--- src/rtl/remote_cmd_seq_pkg.sv ---
// rtl/remote_cmd_seq_pkg.sv - shared types and default ack bytes for remote_cmd_seq
package remote_cmd_seq_pkg;

    typedef enum logic [2:0] {
        S_IDLE,
        S_SEND,
        S_WAIT_SNT,
        S_WAIT_RESP,
        S_NEXT,
        S_ERR
    } state_t;

    typedef enum logic [1:0] {
        ERR_NONE     = 2'd0,
        ERR_TIMEOUT  = 2'd1,
        ERR_BAD_BYTE = 2'd2,
        ERR_SHORT    = 2'd3
    } err_code_t;

    localparam logic [7:0] ACK_FINAL_DEFAULT = 8'hA5;
    localparam logic [7:0] ACK_STEP_DEFAULT  = 8'h5A;

endpackage

--- src/rtl/cmd_fifo.sv ---
// rtl/cmd_fifo.sv - command queue FIFO with push/pop/flush and occupancy count
module cmd_fifo #(
    parameter int DEPTH = 8,
    parameter int W     = 21
) (
    input  logic                   clk,
    input  logic                   rst,
    input  logic                   push,
    input  logic [W-1:0]           push_data,
    input  logic                   pop,
    input  logic                   flush,
    output logic [W-1:0]           head,
    output logic [$clog2(DEPTH):0] count,
    output logic                   full,
    output logic                   empty
);
    localparam int AW = $clog2(DEPTH);
    localparam logic [AW:0]   CNT_ONE  = 1;
    localparam logic [AW:0]   CNT_FULL = (AW+1)'(DEPTH);
    localparam logic [AW-1:0] PTR_ONE  = 1;

    logic [W-1:0]  mem [DEPTH];
    logic [AW-1:0] wr_ptr;
    logic [AW-1:0] rd_ptr;
    logic          do_push;
    logic          do_pop;

    assign full    = (count == CNT_FULL);
    assign empty   = (count == '0);
    assign do_push = push && !full;
    assign do_pop  = pop && !empty;
    assign head    = mem[rd_ptr];

    always_ff @(posedge clk) begin
        if (do_push) begin
            mem[wr_ptr] <= push_data;
        end
    end

    always_ff @(posedge clk) begin
        if (rst || flush) begin
            wr_ptr <= '0;
            rd_ptr <= '0;
            count  <= '0;
        end else begin
            if (do_push) begin
                wr_ptr <= wr_ptr + PTR_ONE;
            end
            if (do_pop) begin
                rd_ptr <= rd_ptr + PTR_ONE;
            end
            case ({do_push, do_pop})
                2'b10:   count <= count + CNT_ONE;
                2'b01:   count <= count - CNT_ONE;
                default: count <= count;
            endcase
        end
    end

endmodule

--- src/rtl/remote_cmd_seq.sv ---
// rtl/remote_cmd_seq.sv - queued RemoteComm command/ack sequencer; define REMOTE_CMD_SEQ_RETRY_EN
// to re-send an entry once after its first response timeout.
module remote_cmd_seq
    import remote_cmd_seq_pkg::*;
#(
    parameter int         DEPTH        = 8,
    parameter int         STEP_W       = 5,
    parameter int         TIMEOUT_CLKS = 1_000_000,
    parameter logic [7:0] ACK_FINAL    = ACK_FINAL_DEFAULT,
    parameter logic [7:0] ACK_STEP     = ACK_STEP_DEFAULT
) (
    input  logic                       clk,
    input  logic                       rst,
    input  logic                       push,
    input  logic [15:0]                push_cmd,
    input  logic [STEP_W-1:0]          push_steps,
    input  logic                       start,
    output logic                       full,
    output logic [$clog2(DEPTH):0]     count,
    output logic                       snd_cmd,
    output logic [15:0]                cmd,
    input  logic                       cmd_snt,
    input  logic                       resp_rdy,
    input  logic [7:0]                 resp,
    output logic                       busy,
    output logic                       done,
    output logic                       err,
    output logic [1:0]                 err_code,
    output logic [$clog2(DEPTH)-1:0]   fail_idx,
    output logic [STEP_W-1:0]          steps_seen
);
    localparam int AW = $clog2(DEPTH);
    localparam int TW = $clog2(TIMEOUT_CLKS + 1);
    localparam int EW = 16 + STEP_W;
    localparam logic [TW-1:0]     T_LOAD   = TW'(TIMEOUT_CLKS);
    localparam logic [TW-1:0]     T_ONE    = 1;
    localparam logic [STEP_W-1:0] STEP_ONE = 1;
    localparam logic [AW-1:0]     IDX_ONE  = 1;

    state_t            state;
    err_code_t         pend_code;
    logic [TW-1:0]     timer;
    logic [STEP_W-1:0] cur_steps;
    logic [AW-1:0]     entry_idx;
    logic [EW-1:0]     head;
    logic              fifo_empty;
    logic              fifo_push;
    logic              fifo_pop;
    logic              fifo_flush;
`ifdef REMOTE_CMD_SEQ_RETRY_EN
    logic              retry_used;
`endif

    assign busy       = (state != S_IDLE);
    assign fifo_push  = push && (state == S_IDLE);
    assign fifo_flush = (state == S_ERR);
`ifdef REMOTE_CMD_SEQ_RETRY_EN
    // A retried entry is already out of the queue; re-send it from cmd/cur_steps.
    assign fifo_pop   = (state == S_SEND) && !retry_used;
`else
    assign fifo_pop   = (state == S_SEND);
`endif

    cmd_fifo #(
        .DEPTH (DEPTH),
        .W     (EW)
    ) u_cmd_fifo (
        .clk       (clk),
        .rst       (rst),
        .push      (fifo_push),
        .push_data ({push_steps, push_cmd}),
        .pop       (fifo_pop),
        .flush     (fifo_flush),
        .head      (head),
        .count     (count),
        .full      (full),
        .empty     (fifo_empty)
    );

    always_ff @(posedge clk) begin
        if (rst) begin
            state      <= S_IDLE;
            pend_code  <= ERR_NONE;
            timer      <= '0;
            cur_steps  <= '0;
            entry_idx  <= '0;
            snd_cmd    <= 1'b0;
            cmd        <= '0;
            done       <= 1'b0;
            err        <= 1'b0;
            err_code   <= ERR_NONE;
            fail_idx   <= '0;
            steps_seen <= '0;
`ifdef REMOTE_CMD_SEQ_RETRY_EN
            retry_used <= 1'b0;
`endif
        end else begin
            snd_cmd <= 1'b0;
            case (state)
                S_IDLE: begin
                    if (start && !fifo_empty) begin
                        done      <= 1'b0;
                        err       <= 1'b0;
                        err_code  <= ERR_NONE;
                        fail_idx  <= '0;
                        entry_idx <= '0;
`ifdef REMOTE_CMD_SEQ_RETRY_EN
                        retry_used <= 1'b0;
`endif
                        state     <= S_SEND;
                    end
                end
                S_SEND: begin
`ifdef REMOTE_CMD_SEQ_RETRY_EN
                    if (!retry_used) begin
                        cmd       <= head[15:0];
                        cur_steps <= head[EW-1:16];
                    end
`else
                    cmd       <= head[15:0];
                    cur_steps <= head[EW-1:16];
`endif
                    snd_cmd    <= 1'b1;
                    steps_seen <= '0;
                    state      <= S_WAIT_SNT;
                end
                S_WAIT_SNT: begin
                    if (cmd_snt) begin
                        timer <= T_LOAD;
                        state <= S_WAIT_RESP;
                    end
                end
                S_WAIT_RESP: begin
                    // A response in the expiry cycle takes priority over the timeout.
                    if (resp_rdy) begin
                        if (resp == ACK_STEP && steps_seen < cur_steps) begin
                            steps_seen <= steps_seen + STEP_ONE;
                            timer      <= T_LOAD;
                        end else if (resp == ACK_FINAL && steps_seen == cur_steps) begin
                            state <= S_NEXT;
                        end else if (resp == ACK_FINAL) begin
                            pend_code <= ERR_SHORT;
                            state     <= S_ERR;
                        end else begin
                            pend_code <= ERR_BAD_BYTE;
                            state     <= S_ERR;
                        end
                    end else if (timer == T_ONE) begin
`ifdef REMOTE_CMD_SEQ_RETRY_EN
                        if (!retry_used) begin
                            retry_used <= 1'b1;
                            state      <= S_SEND;
                        end else begin
                            pend_code <= ERR_TIMEOUT;
                            state     <= S_ERR;
                        end
`else
                        pend_code <= ERR_TIMEOUT;
                        state     <= S_ERR;
`endif
                    end else begin
                        timer <= timer - T_ONE;
                    end
                end
                S_NEXT: begin
                    if (fifo_empty) begin
                        done  <= 1'b1;
                        state <= S_IDLE;
                    end else begin
                        entry_idx <= entry_idx + IDX_ONE;
`ifdef REMOTE_CMD_SEQ_RETRY_EN
                        retry_used <= 1'b0;
`endif
                        state     <= S_SEND;
                    end
                end
                S_ERR: begin
                    err      <= 1'b1;
                    err_code <= pend_code;
                    fail_idx <= entry_idx;
                    state    <= S_IDLE;
                end
                default: state <= S_IDLE;
            endcase
        end
    end

endmodule

--- config.mk ---
export PLATFORM = sky130hd
export DESIGN_NAME = remote_cmd_seq
export DESIGN_NICKNAME = d
export VERILOG_FILES = /design/src/rtl/remote_cmd_seq_pkg.sv /design/src/rtl/cmd_fifo.sv /design/src/rtl/remote_cmd_seq.sv
export SDC_FILE = /design/constraint.sdc
export NUM_CORES = 1
export LEC_CHECK = 0
export CORE_UTILIZATION = 42
export CTS_CLUSTER_SIZE = 25
export DETAILED_ROUTE_END_ITERATION = 10
export PLACE_DENSITY = 0.7
export SYNTH_ARGS = -nofsm -noshare
export SYNTH_HDL_FRONTEND = slang
export SYNTH_SLANG_ARGS = --single-unit
export TNS_END_PERCENT = 100
--- constraint.sdc ---
create_clock -name clk -period 7.6 [get_ports clk]
set_input_delay 1.52 -clock clk [delete_from_list [all_inputs] [get_ports clk]]
set_output_delay 1.52 -clock clk [all_outputs]
set_load 0.05 [all_outputs]
==> summary.md, run 1 <==
| Metric | Value |
|---|---|
| Status | finished, final reports clean |
| Initial Util | a little over two fifths |
| Max-Cap Viols | 0 |
| Share of total power in the clock network | approximately 33% |
| Crit-path cells | or4b_2, inv_1, clkdlybuf4s50_1 |
| Die footprint | 0.0240 mm² |
| Via count of the first global-routing pass | slightly above 6,000 |
| EDFF count, synth | between 150 and 200 |
| Peak supply drop | around 0.00022 V |
| Placer congestion estimate | between 0.8 and 0.9 |
| Clock Sinks | 240 |
| Buf/Inv on CP | 2 |
| First-pass GRT wire length | roughly 33 mm |
| Setup WS pre-CTS | 3.24 ns |
| R2R Path Start | steps_seen[1]$_SDFFE_PP0P_ |
| Share of synthesized cell area in and, or, nand and nor gates | a little under a tenth |
| Routed Wire Length | 21.2 mm |
| Die Y | 155 µm |
| Area Overhead vs Synth | 19.9% |
| Row count | 55 |
| Pleak | ~3.8 nW |
| Asr flop ratio synth | 0% |
| Clk buf depth | 3 |
| GR peak layer | met2 |
| Fmax achieved | ~250 MHz |
| Final min period | around 4 ns |
| Util after Layout | 51.8% |
| Crit start category | flop |
| Max Fanout on Critical Path | 8 |
| Delay-heaviest family, CP | buffers and inverters |
| CTS tree | done |
| Crit. End Element | output pin |
| H-tree depth | 1 |
| Die Width | 155 µm |
| Post-layout nets | roughly 780 |
| Endpoints failing setup | 0 |
| Sequential share of the synthesized area | 65.9% |
| Register area | about 0.0065 mm² |
| Reg power frac | between 40% and 50% |
| Critical-path top delay cell | clkdlybuf4s50_1 |
| R2R cell count | 6 |
| Largest net degree at the start of global routing | 45 |
| Area after DPL | roughly 0.011 mm² |
| Post-cts repair resize count | 0 |
| Relative slew slack | a little over a fifth |
| Slew Viols, Final | 0 |
| Final hold vios | 0 |
| Gate power share | a little over a quarter |
| Share of post-route cells with drive strength above 1 | approximately 16% |
| Iteration-0 DRC Markers | roughly 320 |
| Clk_lat worst skew | between 0.5 and 0.6 ns |
| Met1 Use GR | between 20% and 30% |
| Critical R2R Capture | timer[5]$_SDFFE_PP0P_ |
| Compound-cell area share of the yosys netlist | between 7 and 8% |
| Pint | 2.77 mW |
| Cells after Synth | about 660 |
| Total Power | 4.04 mW |
| Hold Path Sink | err$_SDFFE_PP0P_ |
| Synthesized area | roughly 0.0098 mm² |
| Vias | approximately 6,000 |
| GR Overflow Total | 0 |
| Post-route cell area | 0.0118 mm² |
| Least-Margin Pin Slew | roughly 1.2 ns |
| Met2 Resource Use GR | roughly 30% |
| Largest family of logic cells by synthesized area | multiplexers |
| Sw Share | 31.5% |
| Hold path startpoint | err$_SDFFE_PP0P_ |
| Proportion of synthesized area in mux cells | between 10% and 20% |
| Post-synthesis cell type count | 67 |
| Multi-input gate area | about 0.0032 mm² |
| Mean Syn Cell Area | ~15 µm² |
| CP max stage delay | around 0.79 ns |
| Flops & latches, synth | between 200 and 250 |
| Post-route DRC | 0 |
| RSZ-0062 raised after global routing | no |
| Antenna-violating nets left | 0 |
| Inserted Clock Buffers | 26 |
| Setup Crit Path Kind | reg -> out |
| Post-DP HPWL | ~12 mm |
| I/O pins | 70 |
| Setup TNS | 0 ns |
| HP Class | reg -> reg |
| Global-route usage over all layers | between 15 and 20% |
| Post-CTS Hold Buffers | 0 |
| Vias/cell | between 5 and 6 |
| Worst setup margin | 3.61 ns |
| Worst EP required | 6.08 ns |
| Met3 global-route usage | 3.68% |
| Port bufs | 69 |
| Syn. warnings | 0 |
| Mapped Nets | around 710 |
| Period utilisation layout | a little over half |
| Root buf cell | clkbuf_16 |
| XOR/XNOR Fraction of Synth Area | 0.712% |
| Cells on Worst Hold Path | 1 |
| Pwr dens | 343 mW/mm² |
| Max Clock Skew | 0.0242 ns |
| Synth Flop Type | edfxtp_1 |
| Core footprint | 0.0228 mm² |
| Reg clk slew, reported paths | roughly 0.060 ns |
| Filler cells | roughly 1,900 |
| Initial antenna violation count | 1 |
| Worst R2R Setup Slack | between 4 and 5 ns |
| Drt wl/cell | 20.0 µm |
| Post-CTS Setup Repair Bufs | 0 |
| Worst Path Arrival | ~2.5 ns |
| NetSw | between 1 and 1.5 mW |
| Pre-antenna DRT Iters | 5 |
| Post-synthesis adder-cell area fraction | under 10% |
cell families after synthesis:
logic type / after synthesis
multiplexers: 67
AO/OA/AOI/OAI: 116
flip-flops: 240
adder cells (fa/ha/maj): 14
AND/OR/NAND/NOR: 160
buffers and inverters: 53
XOR/XNOR: 8
how the worst max path moves through the flow:
| stage | cells past startpoint | end | start |
|---|---|---|---|
| after floorplan | 3 | u_cmd_fifo.mem[0][0]$_DFFE_PP_ | push |
| after global placement | 6 | timer[5]$_SDFFE_PP0P_ | resp[5] |
| after detailed placement | 6 | timer[5]$_SDFFE_PP0P_ | resp[5] |
| after CTS | 3 | full | u_cmd_fifo.count[0]$_SDFFE_PP0P_ |
| after global routing | 3 | full | u_cmd_fifo.count[0]$_SDFFE_PP0P_ |
| final | 3 | full | u_cmd_fifo.count[0]$_SDFFE_PP0P_ |
power by group through the flow:
stage | Clock, mW | Sequential, mW | Combinational [mW]
after global routing | 1.39 | 1.68 | 1.16
after detailed placement | 0 | 1.68 | 1.06
after floorplan | 0 | 1.75 | 0.669
final | 1.32 | 1.66 | 1.06
after CTS | 1.34 | 1.66 | 1.06
after global placement | 0 | 1.67 | 1.01
Yosys cell counts, types with 5 or more instances:
cell / n / share of area, %
edfxtp_1: 168 / 51
dfxtp_1: 72 / 15
mux4_2: 42 / 9.6
nand2_1: 41 / 1.6
nor2_1: 28 / 1.1
a21oi_1: 27 / 1.4
o21ai_0: 26 / 1.3
mux2i_1: 24 / 2.4
inv_1: 21 / 0.80
clkbuf_1: 20 / 0.76
nor3_1: 17 / 0.86
ha_1: 14 / 1.8
o31ai_1: 13 / 0.99
or4_1: 11 / 0.84
nand4_1: 9 / 0.57
or3_1: 9 / 0.57
buf_2: 8 / 0.41
a31oi_1: 7 / 0.45
a22o_1: 5 / 0.45
nand3_1: 5 / 0.25
nor2b_1: 5 / 0.32
o31a_1: 5 / 0.45
xor2_1: 5 / 0.45
metal layers:
metal  wire, µm  vias up  share of wire [%]
met4        333        0                1.6
met5          0        -                  0
li1           -     2751                  -
met1       9100     3004                 43
met3       1300       28                6.1
met2      10500      184                 49
per-stage QoR:
step	std cells	hold slack, ns
2_1_floorplan	658	0.429
3_3_place_gp	1014	0.435
3_5_place_dp	1014	0.440
4_1_cts	1062	0.454
5_1_grt	1062	0.488
6_report	1063	0.453
state kept, by name, indices dropped and copies added (netlist names), 4 cells and up:
register          flops
u_cmd_fifo.mem      168
cmd                  16
cur_steps             5
steps_seen            5
timer                20
u_cmd_fifo.count      4
final cells by class:
cell class	count	share of cell area, %
multi-input combinational	365	26.9
sequential	240	55.0
clock inverter	18	2.08
clock buffer	30	5.73
timing repair buffer	75	6.24
tap	313	3.32
antenna	1	0.0212
inverter	21	0.668
worst register-to-register path: stages, from the launching register on:
cell	delay [ns]
dfxtp_1	0.45
ha_1	0.29
nor2b_1	0.15
o31a_1	0.28
o31a_1	0.62
o21ai_1	0.85
o21ba_2	0.26
cell usage in the layout, fill, tap and decap left out, types with 4 or more instances in the layout:
cell             count
a21oi_1             27
a22o_1               5
a31oi_1              7
buf_4                6
bufinv_16            5
clkbuf_16           26
clkdlybuf4s50_1     69
clkinv_1             5
clkinv_2             6
dfxtp_1             69
edfxtp_1           168
ha_1                14
inv_1               21
mux2i_1             24
mux4_2              42
nand2_1             41
nand2b_1             4
nand3_1              5
nand4_1              9
nor2_1              22
nor2_4               6
nor2b_1              5
nor3_1              15
o211ai_1             4
o21ai_0             26
o21ai_1              4
o22ai_1              4
o31a_1               5
o31ai_1             13
or3_1                9
or4_1               11
xor2_1               5
(Power assumes the default switching activity.)
==> run 2: changes to the inputs <==
==> constraint.sdc (replaced) <==
create_clock -name clk -period 4 [get_ports clk]
set_input_delay 0.8 -clock clk [delete_from_list [all_inputs] [get_ports clk]]
set_output_delay 0.8 -clock clk [all_outputs]
set_load 0.05 [all_outputs]
==> summary.md, run 2 (synthesis gave the netlist of run 1 again) <==
| Metric | Value |
|---|---|
| Status | finished, final reports clean |
| Placer congestion estimate | just under 0.8 |
| Least-Margin Pin Slew | around 1.1 ns |
| Most flop-heavy register | u_cmd_fifo.mem |
| Vias | 5,965 |
| Max Fanout on Critical Path | 8 |
| Max Clock Skew | 0.0134 ns |
| Port bufs | 69 |
| Worst Path Arrival | 2.47 ns |
| Post-route cell area | 0.0118 mm² |
| Drt wl/cell | about 19 µm |
| Highest-count cells in the layout ignoring fill and taps | edfxtp_1 (168), dfxtp_1 (69), clkdlybuf4s50_1 (69), mux4_2 (42), nand2_1 (41) |
| First-pass GRT wire length | between 30 and 40 mm |
| Crit. End Element | output pin |
| Largest regs | u_cmd_fifo.mem: 168 flops, timer: 20 flops, cmd: 16 flops |
| H-tree depth | 1 |
| Largest net degree at the start of global routing | between 40 and 50 |
| Critical-path top delay cell | clkdlybuf4s50_1 |
| Post-DP HPWL | 12.5 mm |
| Delay-heaviest family, CP | buffers and inverters |
| Slew Viols, Final | 0 |
| Routed Wire Length | approximately 20 mm |
| R2R cell count | 10 |
| Period utilisation layout | 81.7% |
| GR Overflow Total | 0 |
| Register area | about 0.0065 mm² |
| Vias/cell | ~5.6 |
| Endpoints failing setup | 0 |
| Clk_lat worst skew | ~0.53 ns |
| Area Overhead vs Synth | 19.9% |
| Peak supply drop | between 0.0004 and 0.0005 V |
| Global-route usage over all layers | approximately 18% |
| Max-Cap Viols | 0 |
| Crit-path cells | or4b_2, inv_1, clkdlybuf4s50_1 |
| Setup TNS | 0 ns |
| Multi-input gate area | between 0.003 and 0.004 mm² |
| I/O pins | 70 |
| Post-cts repair resize count | 0 |
| Core footprint | 0.0228 mm² |
| RSZ-0062 raised after global routing | no |
| Setup Crit Path Kind | reg -> out |
| Cells on Worst Hold Path | 2 |
| Filler cells | ~1,900 |
| Clk buf depth | 3 |
| Pleak | 3.83 nW |
| CP max stage delay | ~0.79 ns |
| Pwr dens | ~640 mW/mm² |
| HP Class | reg -> reg |
| Share of post-route cells with drive strength above 1 | 16.3% |
| CTS tree | done |
| Initial antenna violation count | 2 |
| Hold_ws | ~0.45 ns |
| Most common cell after layout, fill and taps aside | edfxtp_1 |
| Worst EP required | about 3.2 ns |
| Post-route DRC | 0 |
| Post-CTS Setup Repair Bufs | 0 |
| Crit start category | flop |
| Post-CTS Hold Buffers | 0 |
| Final min period | between 3 and 4 ns |
| Worst setup margin | about 0.73 ns |
| Area after DPL | roughly 0.011 mm² |
| Initial Util | a little over two fifths |
| Fmax achieved | about 300 MHz |
| Die Y | 155 µm |
| Setup WS pre-CTS | about 0.65 ns |
| Max reg flops | about 170 |
| Via count of the first global-routing pass | between 6,000 and 7,000 |
| Number of cells on the critical path | 3 |
| Buf/Inv on CP | 2 |
| Antenna-violating nets left | 0 |
| Reg clk slew, reported paths | approximately 0.060 ns |
| Die Width | 155 µm |
| Pre-antenna DRT Iters | 5 |
| Post-layout nets | between 700 and 800 |
| Iteration-0 DRC Markers | 280 |
| Inserted Clock Buffers | 25 |
| Root buf cell | clkbuf_16 |
| Clock Sinks | 240 |
| Row count | 55 |
| Die footprint | 0.0240 mm² |
| Relative slew slack | 23.5% |
| Final hold vios | 0 |
## run 2: layer usage
layer	global-route usage [%]	part of all wire (%)
met3	3.15	5.6
met5	0	0
met1	22.5	43
met4	5.56	2.4
met2	30.1	49
## run 2: metrics by stage
| stage | util [%] | cells | total power [mW] |
|---|---|---|---|
| 2_1_floorplan | - | 658 | 4.60 |
| 3_3_place_gp | 47.9 | 1023 | 5.09 |
| 3_5_place_dp | 47.9 | 1023 | 5.19 |
| 4_1_cts | 51.8 | 1069 | 7.63 |
| 5_1_grt | 51.8 | 1069 | 7.94 |
| 6_report | 51.8 | 1071 | 7.58 |
## run 2: path summary, 6_finish.rpt
path | endpoint | slack [ns] | from
max | full | 0.73 | u_cmd_fifo.count[0]$_SDFFE_PP0P_
min | cmd[10]$_SDFFE_PP0P_ | 0.45 | cmd[10]$_SDFFE_PP0P_
max reg2reg | u_cmd_fifo.count[2]$_SDFFE_PP0P_ | 1.14 | u_cmd_fifo.count[0]$_SDFFE_PP0P_
min reg2reg | cmd[10]$_SDFFE_PP0P_ | 0.45 | cmd[10]$_SDFFE_PP0P_
## run 2: area by class of cell
type / count / area share [%]
flip-flops and latches: 240 / 55.0
well taps: 313 / 3.32
diodes: 2 / 0.0424
multi-input cells: 365 / 26.6
clock inverters: 8 / 1.34
clock buffers: 38 / 6.14
repair buffers: 84 / 6.81
inverters: 21 / 0.668
## run 2: worst register-to-register path: stages, from the launching register on
cell and delay (ns):
dfxtp_1 0.38, or4b_2 0.71, and3_1 0.27, inv_1 0.13
ha_1 0.26, xor2_1 0.18, ha_1 0.17, a21oi_1 0.05
xor2_1 0.16, or3_1 0.33, a21oi_1 0.16
## run 2: where the power goes
part	switching, mW	internal, mW	total [mW]
combinational	1.24	0.759	2.00
clock	0.919	1.51	2.43
sequential	0.184	2.97	3.15
==> run 3: changes to the inputs <==
--- a/config.mk
+++ b/config.mk
@@ -8,7 +8,7 @@
 export CORE_UTILIZATION = 42
 export CTS_CLUSTER_SIZE = 25
 export DETAILED_ROUTE_END_ITERATION = 10
-export PLACE_DENSITY = 0.7
+export PLACE_DENSITY = 0.73
 export SYNTH_ARGS = -nofsm -noshare
 export SYNTH_HDL_FRONTEND = slang
 export SYNTH_SLANG_ARGS = --single-unit
==> constraint.sdc (replaced) <==
create_clock -name clk -period 3 [get_ports clk]
set_input_delay 0.6 -clock clk [delete_from_list [all_inputs] [get_ports clk]]
set_output_delay 0.6 -clock clk [all_outputs]
set_load 0.05 [all_outputs]
==> summary.md, run 3 (synthesis gave the netlist of run 1 again) <==
| Metric | Value |
|---|---|
| Status | finished, final reports clean |
| Setup Crit Path Kind | reg -> reg |
| Setup TNS | 0 ns |
| Most common cell after layout, fill and taps aside | edfxtp_1 |
| First-pass GRT wire length | between 30 and 40 mm |
| Multi-input gate area | between 0.003 and 0.004 mm² |
| Inserted Clock Buffers | 24 |
| Worst setup margin | between 0.2 and 0.3 ns |
| Buf/Inv on CP | 2 |
| Largest regs | u_cmd_fifo.mem: 168 flops, timer: 20 flops, cmd: 16 flops |
| Crit-path cells | buf_4, nor4_1, buf_4, nor3_1, ha_1, xor2_1, ha_1, a21oi_1, xor2_1, or3_1, a21oi_1 |
| Crit start category | flop |
| Iteration-0 DRC Markers | between 300 and 400 |
| Max-Cap Viols | 0 |
| Util after Layout | around half |
| Post-CTS Hold Buffers | 0 |
| Period utilisation layout | 91.5% |
| Critical-path top delay cell | nor3_1 |
| Die footprint | roughly 0.024 mm² |
| Crit. End Element | flop |
| I/O pins | 70 |
| Antenna-violating nets left | 0 |
| CP max stage delay | approximately 0.62 ns |
| Initial Util | 43.2% |
| Max Clock Skew | 0.0165 ns |
| Port bufs | just under 70 |
| Die Width | 155 µm |
| GR Overflow Total | 0 |
| Fmax achieved | about 360 MHz |
| Final min period | between 2 and 3 ns |
| Pre-antenna DRT Iters | 5 |
| Largest net degree at the start of global routing | 33 |
| Placer congestion estimate | ~0.8 |
| Relative slew slack | between 30% and 40% |
| Max Fanout on Critical Path | 9 |
| Row count | 55 |
| Root buf cell | clkbuf_16 |
| Setup WS pre-CTS | 0.196 ns |
| Filler cells | 1,899 |
| Post-DP HPWL | between 10 and 15 mm |
| Worst Path Arrival | around 3.2 ns |
| Pwr dens | 825 mW/mm² |
| HP Class | reg -> reg |
| Drt wl/cell | 18.6 µm |
| Vias | roughly 5,800 |
| Cells on Worst Hold Path | 1 |
| Peak supply drop | roughly 0.00060 V |
| N_diodes | 0 |
| R2R cell count | 11 |
| Max reg flops | about 170 |
| Slew Viols, Final | 0 |
| Core footprint | about 0.023 mm² |
| Least-Margin Pin Slew | 0.962 ns |
| Via count of the first global-routing pass | between 5,000 and 6,000 |
| Vias/cell | between 5 and 6 |
| Worst EP required | between 3 and 4 ns |
| Initial antenna violation count | 0 |
| Clk_lat worst skew | approximately 0.53 ns |
| Share of post-route cells with drive strength above 1 | between 15 and 20% |
| Register area | roughly 0.0065 mm² |
| Post-layout nets | about 800 |
| Die Y | roughly 160 µm |
| RSZ-0062 raised after global routing | no |
| Delay-heaviest family, CP | simple AND/OR/NAND/NOR gates |
| Number of cells on the critical path | 11 |
| Routed Wire Length | ~20 mm |
| Final hold vios | 0 |
| Endpoints failing setup | 0 |
| Reg clk slew, reported paths | 0.06 ns |
| Pleak | slightly below 4 nW |
| Post-route DRC | 0 |
| Clock Sinks | 240 |
| Most flop-heavy register | u_cmd_fifo.mem |
| Area Overhead vs Synth | 20.2% |
| CTS tree | done |
| Clk buf depth | 3 |
| H-tree depth | 1 |
| Total Power | 9.76 mW |
| Highest-count cells in the layout ignoring fill and taps | edfxtp_1 (168), dfxtp_1 (70), clkdlybuf4s50_1 (68), mux4_2 (42), nand2_1 (41) |
| Global-route usage over all layers | between 10% and 20% |
run 3: cell types whose count changed in the layout (fill, tap and decap cells not counted), moves of 2 or more:
cell,before,now
diode_2,2,0
buf_12,0,4
nor3_2,2,0
nor3_4,1,3
buf_4,15,24
clkbuf_8,5,2
bufinv_16,4,1
clkinv_2,1,5
run 3: worst paths after layout:
kind / start / slack [ns] / end
worst max-delay path: u_cmd_fifo.count[1]$_SDFFE_PP0P_ / 0.25 / u_cmd_fifo.count[2]$_SDFFE_PP0P_
worst min-delay path: err$_SDFFE_PP0P_ / 0.45 / err$_SDFFE_PP0P_
worst max register to register: u_cmd_fifo.count[1]$_SDFFE_PP0P_ / 0.25 / u_cmd_fifo.count[2]$_SDFFE_PP0P_
worst min register to register: err$_SDFFE_PP0P_ / 0.45 / err$_SDFFE_PP0P_
run 3: stage by stage:
stage | hold slack, ns | cell area (µm²) | instances
after floorplan | 0.429 | 9850 | 658
after global placement | 0.435 | 11100 | 1036
after detailed placement | 0.442 | 11100 | 1036
after CTS | 0.455 | 11800 | 1080
after global routing | 0.493 | 11800 | 1080
final | 0.453 | 11800 | 1080
run 3: routing by layer:
layer | wire length [µm] | share of wire [%] | up-vias | GRT usage, %
li1 | - | - | 2790 | -
met1 | 8880 | 44 | 2844 | 23.6
met2 | 9620 | 48 | 173 | 28.5
met3 | 1120 | 5.6 | 40 | 3.20
met4 | 520 | 2.6 | 0 | 4.90
met5 | 0 | 0 | - | 0
run 3: report_power, final:
part | internal (mW) | total (mW) | switching, mW
Combinational | 1.08 | 2.72 | 1.64
Sequential | 3.95 | 4.19 | 0.237
Clock | 1.63 | 2.85 | 1.22
run 3: cell type report:
cell class,instances,area share [%]
multi-input combinational,365,26.7
inverter,21,0.667
timing repair buffer,97,8.03
clock buffer,35,5.60
clock inverter,9,0.815
tap,313,3.31
sequential,240,54.9
run 3: repair_timing:
item	in CTS	in global routing
setup buffers	0	0
gates resized for setup	1	0
endpoints found under the setup margin	1	0
